## config.mk

```make
export PLATFORM = sky130hd
export DESIGN_NAME = adc_serial_responder
export DESIGN_NICKNAME = d
export VERILOG_FILES = /design/src/rtl/adc_serial_responder.sv
export SDC_FILE = /design/constraint.sdc
export NUM_CORES = 1
export LEC_CHECK = 0
export CAP_MARGIN = 20
export CORE_UTILIZATION = 53
export DETAILED_ROUTE_END_ITERATION = 10
export PLACE_DENSITY = 0.81
export SLEW_MARGIN = 0
export SYNTH_ARGS = -nofsm -noshare
export SYNTH_HDL_FRONTEND = slang
export SYNTH_SLANG_ARGS = --single-unit
```

## constraint.sdc

```tcl
create_clock -name adc_clk -period 2.39 [get_ports adc_clk]
set_clock_uncertainty 0.15 [all_clocks]
set_input_delay 0.5975 -clock adc_clk [delete_from_list [all_inputs] [get_ports adc_clk]]
set_output_delay 0.5975 -clock adc_clk [all_outputs]
set_load 0.05 [all_outputs]
```

## src/rtl/adc_serial_responder.sv

```systemverilog
`default_nettype none
// ============================================================================
//  Module      : adc_serial_responder
//  Description : Far-end responder for the 8-channel 12-bit serial ADC link.
//                Oversamples SCLK/CS/DIN on adc_clk and returns one 16-bit
//                frame per CS assertion. Optional build macro ADC_TESTPAT_EN
//                replaces sample_in with internal per-channel ramps.
//  Revision    : 1.0 - initial release
// ============================================================================
module adc_serial_responder #(
    parameter int DATA_W      = 12,
    parameter int LEAD_W      = 3,
    parameter int FRAME_W     = 16,
    parameter int CH_W        = 3,
    parameter int ADDR_POS    = 13,
    parameter int SYNC_STAGES = 2
) (
    input  logic              adc_clk,
    input  logic              rst_l,
    input  logic              sclk,
    input  logic              cs_n,
    input  logic              din,
    output logic              dout,
    output logic              dout_oe,
    output logic [CH_W-1:0]   ch_sel,
    input  logic [DATA_W-1:0] sample_in,
    output logic              frame_done,
    output logic              frame_err
);

    localparam int CNT_W = $clog2(FRAME_W + 1);
    localparam logic [CNT_W-1:0] c_frame_cnt = CNT_W'(FRAME_W);
    localparam logic [CNT_W-1:0] c_last_bit  = CNT_W'(FRAME_W - 1);

    typedef enum logic [1:0] {
        ST_IDLE  = 2'd0,
        ST_SHIFT = 2'd1,
        ST_DONE  = 2'd2
    } state_t;

    // ------------------------------------------------------------------
    // Input synchronizers and edge detection
    // ------------------------------------------------------------------
    logic [SYNC_STAGES-1:0] sclk_sync_q;
    logic [SYNC_STAGES-1:0] cs_sync_q;
    logic [SYNC_STAGES-1:0] din_sync_q;
    logic                   sclk_prev_q;
    logic                   cs_prev_q;

    // CS chain resets high so a released reset never looks like a CS fall.
    always_ff @(posedge adc_clk or negedge rst_l) begin
        if (!rst_l) begin
            sclk_sync_q <= '0;
            cs_sync_q   <= '1;
            din_sync_q  <= '0;
            sclk_prev_q <= 1'b0;
            cs_prev_q   <= 1'b1;
        end else begin
            sclk_sync_q <= {sclk_sync_q[SYNC_STAGES-2:0], sclk};
            cs_sync_q   <= {cs_sync_q[SYNC_STAGES-2:0], cs_n};
            din_sync_q  <= {din_sync_q[SYNC_STAGES-2:0], din};
            sclk_prev_q <= sclk_sync_q[SYNC_STAGES-1];
            cs_prev_q   <= cs_sync_q[SYNC_STAGES-1];
        end
    end

    logic w_sclk_s;
    logic w_cs_s;
    logic w_din_s;
    logic w_sclk_rise;
    logic w_sclk_fall;
    logic w_cs_fall;

    assign w_sclk_s    = sclk_sync_q[SYNC_STAGES-1];
    assign w_cs_s      = cs_sync_q[SYNC_STAGES-1];
    assign w_din_s     = din_sync_q[SYNC_STAGES-1];
    assign w_sclk_rise = w_sclk_s & ~sclk_prev_q;
    assign w_sclk_fall = ~w_sclk_s & sclk_prev_q;
    assign w_cs_fall   = cs_prev_q & ~w_cs_s;

    // ------------------------------------------------------------------
    // Frame state
    // ------------------------------------------------------------------
    state_t              state_q,   state_d;
    logic [CNT_W-1:0]    bit_cnt_q, bit_cnt_d;
    logic [FRAME_W-1:0]  shift_q,   shift_d;
    logic [FRAME_W-1:0]  ctrl_q,    ctrl_d;
    logic                dout_q,    dout_d;
    logic                oe_q,      oe_d;
    logic [CH_W-1:0]     ch_sel_q,  ch_sel_d;
    logic                done_q,    done_d;
    logic                err_q,     err_d;

    logic [DATA_W-1:0]   w_load_val;
    logic [FRAME_W-1:0]  w_load_frame;

`ifdef ADC_TESTPAT_EN
    // ------------------------------------------------------------------
    // Test pattern: per-channel 9-bit ramps tagged with the channel number
    // ------------------------------------------------------------------
    localparam int RAMP_W = DATA_W - CH_W;
    localparam int NUM_CH = 1 << CH_W;

    logic [RAMP_W-1:0] ramp_q [NUM_CH];
    logic [CH_W-1:0]   load_ch_q;

    // The ramp that advances is the one whose value went out in this frame.
    always_ff @(posedge adc_clk or negedge rst_l) begin
        if (!rst_l) begin
            for (int i = 0; i < NUM_CH; i++) begin
                ramp_q[i] <= '0;
            end
            load_ch_q <= '0;
        end else begin
            if (state_q == ST_IDLE && w_cs_fall) begin
                load_ch_q <= ch_sel_q;
            end
            if (done_q) begin
                ramp_q[load_ch_q] <= ramp_q[load_ch_q] + RAMP_W'(1);
            end
        end
    end

    assign w_load_val = {ch_sel_q, ramp_q[ch_sel_q]};
`else
    assign w_load_val = sample_in;
`endif

    assign w_load_frame = {{LEAD_W{1'b0}}, w_load_val, 1'b0};

    always_ff @(posedge adc_clk or negedge rst_l) begin
        if (!rst_l) begin
            state_q   <= ST_IDLE;
            bit_cnt_q <= '0;
            shift_q   <= '0;
            ctrl_q    <= '0;
            dout_q    <= 1'b0;
            oe_q      <= 1'b0;
            ch_sel_q  <= '0;
            done_q    <= 1'b0;
            err_q     <= 1'b0;
        end else begin
            state_q   <= state_d;
            bit_cnt_q <= bit_cnt_d;
            shift_q   <= shift_d;
            ctrl_q    <= ctrl_d;
            dout_q    <= dout_d;
            oe_q      <= oe_d;
            ch_sel_q  <= ch_sel_d;
            done_q    <= done_d;
            err_q     <= err_d;
        end
    end

    always_comb begin
        state_d   = state_q;
        bit_cnt_d = bit_cnt_q;
        shift_d   = shift_q;
        ctrl_d    = ctrl_q;
        dout_d    = dout_q;
        oe_d      = oe_q;
        ch_sel_d  = ch_sel_q;
        done_d    = 1'b0;
        err_d     = 1'b0;

        case (state_q)
            ST_IDLE: begin
                oe_d   = 1'b0;
                dout_d = 1'b0;
                // A simultaneous SCLK edge is deliberately not examined here.
                if (w_cs_fall) begin
                    shift_d   = w_load_frame;
                    ctrl_d    = '0;
                    bit_cnt_d = '0;
                    oe_d      = 1'b1;
                    dout_d    = w_load_frame[FRAME_W-1];
                    state_d   = ST_SHIFT;
                end
            end

            ST_SHIFT: begin
                if (w_cs_s) begin
                    oe_d    = 1'b0;
                    dout_d  = 1'b0;
                    err_d   = 1'b1;
                    state_d = ST_IDLE;
                end else if (w_sclk_rise) begin
                    ctrl_d = {ctrl_q[FRAME_W-2:0], w_din_s};
                    if (bit_cnt_q != c_frame_cnt) begin
                        bit_cnt_d = bit_cnt_q + CNT_W'(1);
                    end
                    if (bit_cnt_q == c_last_bit) begin
                        ch_sel_d = ctrl_d[ADDR_POS -: CH_W];
                        done_d   = 1'b1;
                        oe_d     = 1'b0;
                        dout_d   = 1'b0;
                        state_d  = ST_DONE;
                    end
                end else if (w_sclk_fall) begin
                    shift_d = {shift_q[FRAME_W-2:0], 1'b0};
                    // The fall that would present bit 0 releases the line instead.
                    if (bit_cnt_q == c_last_bit) begin
                        oe_d   = 1'b0;
                        dout_d = 1'b0;
                    end else begin
                        dout_d = shift_q[FRAME_W-2];
                    end
                end
            end

            ST_DONE: begin
                oe_d   = 1'b0;
                dout_d = 1'b0;
                if (w_cs_s) begin
                    state_d = ST_IDLE;
                end
            end

            default: begin
                state_d = ST_IDLE;
            end
        endcase
    end

    assign dout       = dout_q;
    assign dout_oe    = oe_q;
    assign ch_sel     = ch_sel_q;
    assign frame_done = done_q;
    assign frame_err  = err_q;

endmodule
`default_nettype wire

```

==> out/metrics.yaml, run 1 <==
sta:
  hold_viol_final: 0
  period_minus_slack_ps: 2210
  setup_ws_ps: 181
  fmax_mhz: 453
  finalSetupViolations: 0
  hold-worst-slack_ps: 96.1
  slew_viol_final: 0
  rsz0062_at_grt: "no"
  slew_headroom_pct: 66.4
  worst_pin_slew_ps: 503
  fin_tns_setup_ps: 0
  timing.final.crit_share_pct: 92.4
yosys:
  synth_top_cell_by_area: "dfrtp_1"
  synth_most_common_cell: "dfrtp_1"
  avgSynthCellArea_sq_um: 10.6
  synth_edf_count: 0
  async_reset_ff_share_pct: 100
  synthTopCellsByArea: "dfrtp_1 52%, mux2i_1 5.5%, nand2_1 4.9%, ha_1 4.6%, dfstp_2 3.6%"
  syn_inst: 208
  synthDistinctLibCells: 38
  synth_common_cells: "46 x dfrtp_1, 29 x nand2_1, 15 x a21oi_1"
  synth-seq-cells: 49
  synth_seq_area_share_pct: 55.9
  synth-main-ff-cell: "dfrtp_1"
  yosys.area.top_type_share_pct: 52.3
  synth_nets: 233
  ys_warn_count: 0
  netlist_area_sq_um: 2200
die:
  die_area_sq_um: 4410
  num_rows: 23
  start_util_pct: 55.0
  core_sq_um: 4000
  die_w_um: 66.4
  die_h_um: 66.4
  io_pins: 24
global_route:
  grt_max_degree: 30
  antenna_found_initial: 0
  grt_pass1_wl_um: 6570
  gr-total-overflow: 0
  gr-usage-all-layers_pct: 20.2
  first_global_vias: 1463
power_and_ir_drop:
  power.leakage_nw: 1.13
  power_density_nw_per_um2: 914
  vdd_drop_max_mv: 0.506
worst_setup_path:
  rrSetupSlack_ps: 350
  critical_path.top_delay_family: "buffers and inverters"
  required_ps: 1640
  timing.critical_path.buf_inv: 1
  cp_slowest_cell: "clkdlybuf4s50_1"
  slowest_delay_ps: 810
  end_kind: "output pin"
  cp-start-kind: "flip-flop"
  worst-setup-path-type: "flip-flop to output pin"
  critPathArrivalTime_ps: 1460
  crit_path_max_fanout: 2
  path_cells: "clkdlybuf4s50_1"
job:
  drv_cap: 0
detailed_routing:
  avgViaCountPerCell: 5.26
  antenna_left: 0
  drt_first_pass_iters: 5
  routed_wl_um: 3630
  num_vias: 1493
  drc_errors: 0
  wire_per_inst_um: 12.8
  drt_iter0_drc: 91
place:
  gp_congestion: 0.841
  port_buffers: 23
  dp_slack_ps: 363
  dpl.hpwl_um: 2510
cts:
  holdBufCountCts: 0
  clk_pin_slew_ps: 90
  cts_root_buf: "clkbuf_8"
  clk_latency_ps: 300
  htreeDepth: 2
  cts_tree: "done"
  clockBufferDepth: 2
  cts_buffers: 5
  cts_resized: 0
  cts_num_sinks: 49
  cts_setup_buffers: 0
worst_hold_path:
  min-delay-path-class: "input pin to async pin"
run_status:
  outcome: "finished, final reports clean"
cells_and_area:
  num_antenna_cells: 0
  nNetsFinal: 258
  drive_gt1_share_pct: 10.3
  syn_to_final_growth_pct: 17.2
-- per-stage QoR --
step           total power, W  instances  util [%]  area (sq um)
6_report              0.00236        284      64.4          2580
3_5_place_dp          0.00188        276      62.1          2480
4_1_cts               0.00237        284      64.4          2580
5_1_grt               0.00253        284      64.4          2580
3_3_place_gp          0.00185        276      62.1          2480
2_1_floorplan         0.00169        208         -          2200
-- cells by family (layout without fill, tap and decap cells) --
logic type / Yosys count / in the layout / share of synthesized area [%]
xor gates and xnor gates: 1 / 1 / 0.398
adders and majority gates: 8 / 8 / 4.55
and+or+nand+nor: 67 / 67 / 14.3
buffers and inverters: 20 / 46 / 4.32
DFF: 49 / 49 / 55.9
AOI/OAI and AO/OA: 46 / 46 / 12.5
muxes: 17 / 17 / 8.02
-- layout make-up --
cell class                 instances  area (sq um)
timing repair buffer              29           283
fill                             328          1420
sequential                        49          1230
clock inverter                     1          7.51
tap                               50          62.6
inverter                           9          33.8
multi-input combinational        139           875
clock buffer                       7          86.3
-- state kept, by name, summed over array words and instances, names as in the netlist --
signal,flops
bit_cnt_q,5
ch_sel,3
cs_prev_q,1
cs_sync_q,2
ctrl_q,13
din_sync_q,2
dout,1
dout_oe,1
frame_done,1
frame_err,1
sclk_prev_q,1
sclk_sync_q,2
shift_q,14
state_q,2
-- placed cells by master (no fill, tap or decap), types with 5 or more instances in the layout --
master           synthesis  layout
o21ai_1                  7       7
clkdlybuf4s50_1          0      22
nand3_1                  7       7
clkbuf_8                 0       6
a21oi_1                 15      15
o21ai_0                 12      12
nand2_1                 29      29
mux2i_1                 12      12
ha_1                     8       8
nor2_1                  13      13
dfrtp_1                 46      46
inv_1                    9       9
mux2_2                   5       5
buf_4                    1       5
-- report_power, final --
part	switching [W]	internal, W
Sequential	0.0000971	0.000995
Combinational	0.000448	0.000317
Clock	0.000263	0.000235
Total	0.000808	0.00155
-- per-layer routing --
metal,up-vias,global-route usage [%],routed length [um]
met5,-,0,0
met4,0,7.98,64
met3,6,6.03,100
met2,22,31.3,1630
met1,710,26.6,1830
li1,755,-,-
-- path summary, 6_finish.rpt --
| check | startpoint | end | depth (start not counted) |
|---|---|---|---|
| worst max-delay path | dout$_DFFE_PN0P_ | dout | 1 |
| worst min-delay path | rst_l | frame_done$_DFF_PN0_ | 1 |
| worst max register to register | state_q[1]$_DFFE_PN0P_ | bit_cnt_q[4]$_DFFE_PN0P_ | 6 |
| worst min register to register | din_sync_q[0]$_DFF_PN0_ | din_sync_q[1]$_DFF_PN0_ | 0 |
| max in group asynchronous | rst_l | cs_sync_q[1]$_DFF_PN1_ | 2 |
| min in group adc_clk | din_sync_q[0]$_DFF_PN0_ | din_sync_q[1]$_DFF_PN0_ | 0 |
Note: power is estimated with default switching activity, not from simulation.
==> run 2: changes to the inputs <==
clock period = 2.1 ns   (was 2.39 ns; I/O delays follow)
==> run 2 against run 1 <==
Against the previous run: worst setup slack got worse by 43 ps; critical path depth rose by 5; critical path type is now flip-flop to flip-flop; utilization rose by 1.3 points; sequential power rose by 15%; clock power rose by 30%; flip-flop and latch count did not move; critical endpoint is now dout$_DFFE_PN0P_.
==> out/metrics.yaml, run 2 (same netlist as run 1, synthesis figures left out) <==
run_status:
  outcome: "finished, final reports clean"
cells_and_area:
  nNetsFinal: 261  # +1.2%
  top_regs: "shift_q: 14 flops, ctrl_q: 13 flops, bit_cnt_q: 5 flops"
  stdcell_area_sq_um: 2630  # +1.9%
  drive_gt1_share_pct: 15.2  # +4.9 points
  top_register: "shift_q"
  syn_to_final_growth_pct: 19.5
  num_antenna_cells: 0  # unchanged
  largest_register_ffs: 14  # unchanged
  final_cell_mix: "46 x dfrtp_1, 29 x nand2_1, 15 x clkdlybuf4s50_1, 14 x a21oi_1"
  layout_commonest_cell: "dfrtp_1"
detailed_routing:
  drt_first_pass_iters: 4  # -1
  num_vias: 1528  # +2.3%
  avgViaCountPerCell: 5.32  # +1.3%
  drc_errors: 0  # unchanged
  routed_wl_um: 3850  # +6.2%
  antenna_left: 0  # unchanged
  drt_iter0_drc: 112  # +23%
  wire_per_inst_um: 13.4  # +5.1%
power_and_ir_drop:
  p_seq_share_pct: 43.8  # -2.6 points
  pwr-share-comb_pct: 33.5  # +1.0 points
  p_int_w: 0.00190  # +23%
  switching_power_w: 0.000943  # +17%
  sw_frac_of_total_pct: 33.2  # -1.1 points
  vdd_drop_max_mv: 0.610  # +21%
  power_density_nw_per_um2: 1080  # +18%
  power.leakage_nw: 1.17  # +4.2%
  clkPwrFrac_pct: 22.7  # +1.5 points
die:
  start_util_pct: 55.0  # unchanged
  die_w_um: 66.4  # unchanged
  io_pins: 24  # unchanged
  die_area_sq_um: 4410  # unchanged
  num_rows: 23  # unchanged
  core_sq_um: 4000  # unchanged
  die_h_um: 66.4  # unchanged
worst_setup_path:
  required_ps: 2180  # +540 ps
  reg2reg_depth: 6  # unchanged
  cp-start-kind: "flip-flop"
  end_kind: "flip-flop"
  critPathArrivalTime_ps: 2050  # +590 ps
  r2r-end: "dout$_DFFE_PN0P_"
  crit_path_max_fanout: 4  # +2
  crit_end: "dout$_DFFE_PN0P_"
  worst-setup-path-type: "flip-flop to flip-flop"
  crit_path_start: "bit_cnt_q[0]$_DFFE_PN0P_"
  rrSetupSlack_ps: 140  # -210 ps
  r2r-start: "bit_cnt_q[0]$_DFFE_PN0P_"
cts:
  clk_pin_slew_ps: 90  # about the same
  cts_tree: "done"
  cts_buffers: 5  # unchanged
  cts_root_buf: "clkbuf_8"
  clk_latency_ps: 300  # about the same
  holdBufCountCts: 0  # unchanged
  cts_resized: 0  # unchanged
  cts_num_sinks: 49  # unchanged
  cts_setup_buffers: 0  # unchanged
  clockBufferDepth: 2  # unchanged
  htreeDepth: 2  # unchanged
sta:
  slew_headroom_pct: 72.7  # +6.3 points
  hold_viol_final: 0  # unchanged
  rsz0062_at_grt: "no"
  fmax_mhz: 510
  worst_pin_slew_ps: 398  # -105 ps
  setup_ws_ps: 138  # -42.7 ps
  fin_tns_setup_ps: 0  # unchanged
  timing.final.crit_share_pct: 93.4
  period_minus_slack_ps: 1960
  finalSetupViolations: 0  # unchanged
  slew_viol_final: 0  # unchanged
global_route:
  first_global_vias: 1558  # +6.5%
  grt_max_degree: 33  # +10%
  antenna_found_initial: 0  # unchanged
  grt_pass1_wl_um: 6710  # +2.1%
  gr-total-overflow: 0  # unchanged
  gr-usage-all-layers_pct: 20.4  # +0.18 points
worst_hold_path:
  min-delay-path-class: "input pin to async pin"
place:
  gp_congestion: 0.879  # +4.5%
  dpl.hpwl_um: 2660  # +5.9%
  dp_slack_ps: 144  # -219 ps
  port_buffers: 23  # unchanged
  place_area_sq_um: 2510  # +1.2%
job:
  drv_cap: 0  # unchanged
run 2: cell types whose count changed in the layout (fill, tap and decap cells not counted), sizes merged:
cell           change
clkbuf             -1
bufinv             +1
clkdlybuf4s50      -7
buf               +10
clkinv             +1
clkinvlp           -1
run 2: area by class of cell:
class,instances,area (sq um)
clock buffers,6,72.6
fillers,322,1370
repair buffers,32,313
inverters,9,33.8
multi-input cells,139,881
well taps,50,62.6
clock inverters,2,35.0
flip-flops and latches,49,1230
run 2: power by group through the flow:
stage          clock network (W)  registers [W]  logic, W
6_report                0.000646        0.00125  0.000952
5_1_grt                 0.000689        0.00127   0.00107
4_1_cts                 0.000665        0.00125  0.000955
3_5_place_dp                   0        0.00126  0.000942
3_3_place_gp                   0        0.00125  0.000919
2_1_floorplan                  0        0.00127  0.000645
run 2: worst min-delay path by stage:
stage / cells past startpoint / endpoint / slack (ps) / start
2_1_floorplan: 0 / bit_cnt_q[0]$_DFFE_PN0P_ / 80 / rst_l
3_3_place_gp: 0 / din_sync_q[1]$_DFF_PN0_ / 180 / din_sync_q[0]$_DFF_PN0_
3_5_place_dp: 0 / din_sync_q[1]$_DFF_PN0_ / 180 / din_sync_q[0]$_DFF_PN0_
4_1_cts: 1 / bit_cnt_q[4]$_DFFE_PN0P_ / 10 / rst_l
5_1_grt: 1 / bit_cnt_q[4]$_DFFE_PN0P_ / 20 / rst_l
6_report: 1 / bit_cnt_q[4]$_DFFE_PN0P_ / 4 / rst_l
run 2: metrics by stage:
stage	total power, W	utilization (%)	std cells	hold WS, ps
after floorplan	0.00192	-	208	79.4
after global placement	0.00217	62.8	279	183
after detailed placement	0.00221	62.8	279	185
after CTS	0.00287	65.5	287	10.8
after global routing	0.00303	65.7	287	20.1
final	0.00284	65.7	287	4.43
run 2: critical path: stages (launching register included):
cell	delay (ps)
dfrtp_1	420
ha_1	240
and3_1	210
ha_1	190
or4_1	410
nor3_1	130
mux2_2	160
run 2: layer usage:
layer	track usage (%)	up-vias	share of wire, %
met3	4.48	8	2.9
met5	0	-	0
met4	8.51	0	1.7
li1	-	764	-
met2	34.6	26	49
met1	25.0	730	47
==> run 3: changes to the inputs <==
CAP_MARGIN = unset   (was 20)
PLACE_DENSITY = 0.8   (was 0.81)
==> run 3 against run 2 <==
Against the previous run: final cell count is 0.35% higher; critical endpoint unchanged; highest routed layer unchanged; first-iteration DRC count fell by 25%; critical path depth is the same.
==> out/metrics.yaml, run 3 (same netlist as run 1, synthesis figures left out) <==
sta:
  period_minus_slack_ps: 1930  # -32.2 ps
  slew_viol_final: 0  # unchanged
  slew_headroom_pct: 72.8  # +0.12 points
  timing.final.crit_share_pct: 91.9  # -1.5 points
  finalSetupViolations: 0  # unchanged
  rsz0062_at_grt: "no"
  fin_tns_setup_ps: 0  # unchanged
  worst_pin_slew_ps: 396  # -1.79 ps
  hold-worst-slack_ps: 204  # +199 ps
  fmax_mhz: 518  # +1.7%
  hold_viol_final: 0  # unchanged
cts:
  htreeDepth: 2  # unchanged
  cts_num_sinks: 49  # unchanged
  cts_buffers: 5  # unchanged
  clk_pin_slew_ps: 80  # about the same
  cts_root_buf: "clkbuf_8"
  clockBufferDepth: 2  # unchanged
  cts_tree: "done"
  clk_latency_ps: 300  # about the same
  cts_setup_buffers: 0  # unchanged
die:
  core_sq_um: 4000  # unchanged
  die_w_um: 66.4  # unchanged
  start_util_pct: 55.0  # unchanged
  io_pins: 24  # unchanged
  num_rows: 23  # unchanged
  die_area_sq_um: 4410  # unchanged
  die_h_um: 66.4  # unchanged
worst_setup_path:
  reg2reg_depth: 6  # unchanged
  crit_end: "dout$_DFFE_PN0P_"
  crit_path_max_fanout: 4  # unchanged
  critPathArrivalTime_ps: 2020  # -30 ps
  crit_path_start: "bit_cnt_q[0]$_DFFE_PN0P_"
  r2r-end: "dout$_DFFE_PN0P_"
  required_ps: 2190  # about the same
  rrSetupSlack_ps: 170  # +30 ps
  end_kind: "flip-flop"
  cp-start-kind: "flip-flop"
  r2r-start: "bit_cnt_q[0]$_DFFE_PN0P_"
  worst-setup-path-type: "flip-flop to flip-flop"
cells_and_area:
  drive_gt1_share_pct: 14.3  # -0.90 points
  nNetsFinal: 262  # +0.38%
  syn_to_final_growth_pct: 18.1
  layout_commonest_cell: "dfrtp_1"
  final_cell_mix: "46 x dfrtp_1, 29 x nand2_1, 15 x a21oi_1, 15 x clkdlybuf4s50_1, 14 x buf_4"
  num_antenna_cells: 0  # unchanged
  top_regs: "shift_q: 14 flops, ctrl_q: 13 flops, bit_cnt_q: 5 flops"
  top_register: "shift_q"
  largest_register_ffs: 14  # unchanged
power_and_ir_drop:
  vdd_drop_max_mv: 0.534  # -12%
  power.leakage_nw: 1.16  # -0.97%
  pwr-share-comb_pct: 34.2  # +0.7 points
  clkPwrFrac_pct: 19.9  # -2.8 points
  p_int_w: 0.00177  # -6.8%
  p_seq_share_pct: 45.9  # +2.1 points
  sw_frac_of_total_pct: 34.6  # +1.4 points
  switching_power_w: 0.000935  # -0.85%
  power_density_nw_per_um2: 1040  # -3.8%
global_route:
  antenna_found_initial: 0  # unchanged
  first_global_vias: 1493  # -4.2%
  grt_pass1_wl_um: 6650  # -0.82%
  gr-total-overflow: 0  # unchanged
  gr-usage-all-layers_pct: 20.2  # -0.17 points
  grt_max_degree: 35  # +6.1%
detailed_routing:
  antenna_left: 0  # unchanged
  drt_iter0_drc: 84  # -25%
  num_vias: 1541  # +0.85%
  drc_errors: 0  # unchanged
  wire_per_inst_um: 12.8  # -4.4%
  avgViaCountPerCell: 5.35  # +0.50%
  routed_wl_um: 3690  # -4.1%
  drt_first_pass_iters: 4  # unchanged
run_status:
  outcome: "finished, final reports clean"
place:
  gp_congestion: 0.943  # +7.2%
  dpl.hpwl_um: 2670  # +0.51%
  port_buffers: 23  # unchanged
job:
  drv_cap: 0  # unchanged
worst_hold_path:
  min-delay-path-class: "flip-flop to flip-flop"
  hold_depth: 0
-- run 3: how the worst min path moves through the flow --
| stage | startpoint | endpoint |
|---|---|---|
| 2_1_floorplan | rst_l | bit_cnt_q[0]$_DFFE_PN0P_ |
| 3_3_place_gp | din_sync_q[0]$_DFF_PN0_ | din_sync_q[1]$_DFF_PN0_ |
| 3_5_place_dp | din_sync_q[0]$_DFF_PN0_ | din_sync_q[1]$_DFF_PN0_ |
| 4_1_cts | din_sync_q[0]$_DFF_PN0_ | din_sync_q[1]$_DFF_PN0_ |
| 5_1_grt | cs_sync_q[0]$_DFF_PN1_ | cs_sync_q[1]$_DFF_PN1_ |
| 6_report | din_sync_q[0]$_DFF_PN0_ | din_sync_q[1]$_DFF_PN0_ |
-- run 3: through the flow --
stage | total power (W) | setup slack, ps | instance area [sq um] | cells | utilization, %
2_1_floorplan | 0.00192 | 230 | 2200 | 208 | -
3_3_place_gp | 0.00216 | 224 | 2500 | 279 | 62.5
3_5_place_dp | 0.00219 | 186 | 2500 | 279 | 62.5
4_1_cts | 0.00273 | 164 | 2600 | 288 | 64.9
5_1_grt | 0.00290 | 17.2 | 2600 | 288 | 64.9
6_report | 0.00271 | 170 | 2600 | 288 | 64.9
-- run 3: power by group through the flow --
stage          Sequential (W)  Clock (W)  Combinational (W)
6_report              0.00124   0.000539           0.000926
2_1_floorplan         0.00127          0           0.000645
3_3_place_gp          0.00125          0           0.000906
3_5_place_dp          0.00126          0           0.000928
4_1_cts               0.00124   0.000555           0.000935
5_1_grt               0.00127   0.000583            0.00105
-- run 3: layer usage --
layer / global-route usage [%] / vias to the layer above / part of all wire (%)
li1: - / 767 / -
met1: 26.2 / 744 / 47
met2: 32.9 / 24 / 48
met3: 4.48 / 6 / 2.9
met4: 7.98 / 0 / 1.7
met5: 0 / - / 0
-- run 3: worst max-delay path, stage by stage (launching register included) --
cell,delay [ps]
dfrtp_1,410
ha_1,230
and3_1,200
ha_1,190
or4_1,390
nor3_1,130
mux2_2,160
-- run 3: timing repair --
item	in CTS	in global routing
hold buffers	1	0
endpoints found under the hold margin	15	0
gates resized for setup	0	0
-- run 3: area by class of cell --
type | count | area, sq um
repair buffers | 33 | 310
inverters | 9 | 33.8
clock buffers | 6 | 72.6
clock inverters | 2 | 13.8
flip-flops and latches | 49 | 1230
fillers | 314 | 1400
multi-input cells | 139 | 875
well taps | 50 | 62.6
==> edit 1, RTL diff (flow settings as in run 1) <==
The output `frame_err` loses its register stage (`err_q` becomes a continuous assignment).
--- a/src/rtl/adc_serial_responder.sv
+++ b/src/rtl/adc_serial_responder.sv
@@ -139,5 +139,4 @@
             ch_sel_q  <= '0;
             done_q    <= 1'b0;
-            err_q     <= 1'b0;
         end else begin
             state_q   <= state_d;
@@ -149,7 +148,8 @@
             ch_sel_q  <= ch_sel_d;
             done_q    <= done_d;
-            err_q     <= err_d;
         end
     end
+
+    assign err_q = err_d;
 
     always_comb begin
Formal check against the unedited RTL: not equivalent (Yosys sat finds a counterexample within 4 cycles, from zero or initial values and one cycle with rst_l low).
==> edit 1 against run 1 <==
Register-to-register slack improved by 0.03 ns; total power is 0.42% higher; sequential cell count down 1; synthesized area shrank 1.1%; critical path depth stayed put; largest cell class unchanged; combinational power rose by 2%; setup slack got worse by 0.0047 ns; cell area shrank 0.29%; global-route usage rose by 0.80 points; wire length up 2.0%; via count rose by 1.6%.
==> edit 1: results (changes against run 1) <==
GRT
  • First-pass GRT wire length: 6.81 mm (+3.7%)
  • GRT Total Usage: 21.0% (+0.80 points)
  • Largest net degree at the start of global routing: 29 (-3.3%)

Setup path
  • Reg-to-reg endpoint: ctrl_q[2]
  • R2r setup slk: 0.38 ns (+0.03 ns)

Clock tree
  • Post-CTS setup buffers: 0 (unchanged)
  • CTS H-Tree Depth: 2 (unchanged)
  • Clock latency on the worst-skew pair: 0.30 ns (about the same)
  • CTS Buf Count: 5 (unchanged)

Placement
  • Pre-CTS setup slack: 0.407 ns (+0.0447 ns)
  • Dpl hpwl: 2.68 mm (+6.8%)
  • Final GP Congestion: 0.802 (-4.7%)
  • Dpl cells: 275 (-0.36%)
  • Post-DP Area: 2470 sq um (-0.55%)

Drt
  • Met1 WL: 1.75 mm (-4.5%)
  • Per-cell routed wire length: 13.1 um (+2.3%)
  • Routed wl met3: 119 um (+19%)
  • Met2 wire length: 1.76 mm (+8.1%)
  • 1st-iter DRT viols: 67 (-26%)
  • DR pass1 iterations: 4 (-1)
  • Avg Vias per Cell: 5.36 (+2.0%)
  • Routed WL: 3.70 mm (+2.0%)

Min path
  • Tightest Hold Check Type: in -> async

STA
  • Final worst setup slack: 0.176 ns (-0.00467 ns)
  • Hold Slack: 0.0985 ns (+0.00234 ns)
  • Relative slew margins: 66.5% (+0.10 points)

Yosys
  • Cells after synthesis: 207 (-0.48%)
  • Syn nets: 232 (-0.43%)
  • Commonest cells in the netlist: 45 x dfrtp_1, 29 x nand2_1, 15 x a21oi_1
  • Register area share after synthesis: 55.4% (-0.51 points)
  • Synth cell types: 38 (unchanged)
  • Post-synth ARST share: 100% (unchanged)
  • Area contributors post-synth: dfrtp_1 52%, mux2i_1 5.5%, nand2_1 5.0%, ha_1 4.6%, dfstp_2 3.6%

Finish
  • Share of layout cells above drive strength 1: 11.9% (+1.7 points)
  • Fin nets: 259 (+0.39%)

Pwr
  • VDD IR max: 0.595 mV (+18%)
  • Power share of the sequential group: 45.2% (-1.2 points)
  • Internal: 0.00157 W (+1.3%)
  • Clock power frac: 21.6% (+0.4 points)
  • Sw frac: 33.7% (-0.56 points)
  • Lkg Pwr: 1.13 nW (+0.47%)

Run status
  • Status: complete, no violations
==> edit 1: layout make-up <==
type	count	area, sq um
repair buffers	31	295
fillers	286	1230
inverters	9	33.8
clock buffers	8	100
well taps	48	60.1
flip-flops and latches	48	1200
multi-input cells	139	876
==> edit 1: cells by family (layout without fill, tap and decap cells) <==
kind of cell               after synthesis  count (layout)  synth area share (%)
AOI/OAI and AO/OA                       46              46                  12.6
xor gates and xnor gates                 1               1                 0.403
DFF                                     48              48                  55.4
and+or+nand+nor                         67              67                  14.5
muxes                                   17              17                  8.11
adders and majority gates                8               8                  4.60
buffers and inverters                   20              48                  4.37
==> edit 1: layer usage <==
layer / vias to the layer above / GRT usage [%]
li1: 758 / -
met1: 718 / 27.7
met2: 34 / 34.2
met3: 7 / 3.62
met4: 0 / 8.78
met5: - / 0
==> edit 2, RTL diff (flow settings as in run 1) <==
Without the edit above. Change the parameter `CH_W` from 3 to 5.
--- a/src/rtl/adc_serial_responder.sv
+++ b/src/rtl/adc_serial_responder.sv
@@ -12,5 +12,5 @@
     parameter int LEAD_W      = 3,
     parameter int FRAME_W     = 16,
-    parameter int CH_W        = 3,
+    parameter int CH_W        = 5,
     parameter int ADDR_POS    = 13,
     parameter int SYNC_STAGES = 2
Interface: changed (resized ch_sel); port bits go from 24 to 26. No check against the original RTL was run, so the function may have changed too.
==> edit 2 against run 1 <==
Final cell count increased by 1.8%; cell area increased by 2.1%; total power increased by 6.8%; synthesized area increased by 0.63%; utilization increased by 1.4 points; setup slack improved by 0.0048 ns; wire length increased by 0.17%; synthesized cell count decreased by 0.48%; clock power decreased by 5.6%; sequential cell count increased by 2; sequential power increased by 5%.
==> edit 2: results (changes against run 1) <==
Run status
  • Status: complete, no violations

Placement
  • Pre-CTS setup slack: 0.266 ns (-0.0966 ns)
  • Final GP Congestion: 0.900 (+7.0%)
  • PortBufs: 25 (+8.7%)

Yosys
  • Area contributors post-synth: dfrtp_1 54%, o21ai_0 5.7%, mux2i_1 5.4%, nand2_1 5.3%, ha_1 4.5%
  • Post-synthesis compound-gate area fraction: 12.3% (-0.19 points)
  • XOR/XNOR Fraction of Synth Area: 0% (-0.40 points)
  • Register area share after synthesis: 57.8% (+1.9 points)
  • Adder-cell share of the synthesized area: 4.52% (-0.028 points)
  • Synth cell types: 27 (-29%)

Finish
  • Fin nets: 263 (+1.9%)
  • #MultiIn Comb: 137 (-1.4%)
  • Top Registers: shift_q: 14 flops, ctrl_q: 13 flops
  • Final std cells w/o fill: 289 (+1.8%)
  • Register area: 1280 sq um (+4.1%)
  • Share of layout cells above drive strength 1: 13.0% (+2.7 points)
  • Clock buffers: 6 (-1)
  • Fillers: 325 (-0.91%)
  • Fin util: 65.8% (+1.4 points)

Pwr
  • Lkg Pwr: 1.17 nW (+3.7%)

Drt
  • 1st-iter DRT viols: 79 (-13%)
  • Per-cell routed wire length: 12.6 um (-1.6%)
  • Routed vias: 1,498 (+0.33%)
  • Met2 wire length: 1.76 mm (+7.7%)
  • Met1 WL: 1.70 mm (-6.8%)

GRT
  • GR Util met2: 32.6% (+1.3 points)
  • Largest net degree at the start of global routing: 52 (+73%)
  • GRT Total Usage: 18.9% (-1.3 points)
  • First-pass GRT wire length: 6.19 mm (-5.8%)
  • Met1 Use GR: 22.1% (-4.5 points)
  • Met3 Resource Use GR: 5.14% (-0.90 points)

STA
  • Worst slew pin tran: 0.603 ns (+0.100 ns)
edit 2: logic make-up (layout without fill, tap and decap cells):
family                   after synthesis  count (layout)
AND/OR/NAND/NOR                       63              63
AO/OA/AOI/OAI                         47              47
buffers and inverters                 19              51
flip-flops                            51              51
multiplexers                          19              19
adder cells (fa/ha/maj)                8               8
edit 2: power groups by stage:
stage               combinational [W]  clock (W)  sequential [W]
floorplan                    0.000618          0         0.00119
global placement             0.000882          0         0.00115
detailed placement           0.000901          0         0.00116
CTS                          0.000911   0.000490         0.00114
global route                  0.00100   0.000514         0.00117
finish                       0.000904   0.000470         0.00114
edit 2: final timing paths:
kind	end	start	cells after the start	slack, ns
max	ch_sel[3]	ch_sel[3]	1	0.19
min	sclk_sync_q[1]	sclk_sync_q[0]	0	0.20
max reg2reg	state_q[0]	bit_cnt_q[0]	7	0.20
min reg2reg	sclk_sync_q[1]	sclk_sync_q[0]	0	0.20
max in group asynchronous	sclk_prev_q	rst_l	2	1.45
min in group asynchronous	shift_q[6]	rst_l	2	0.23
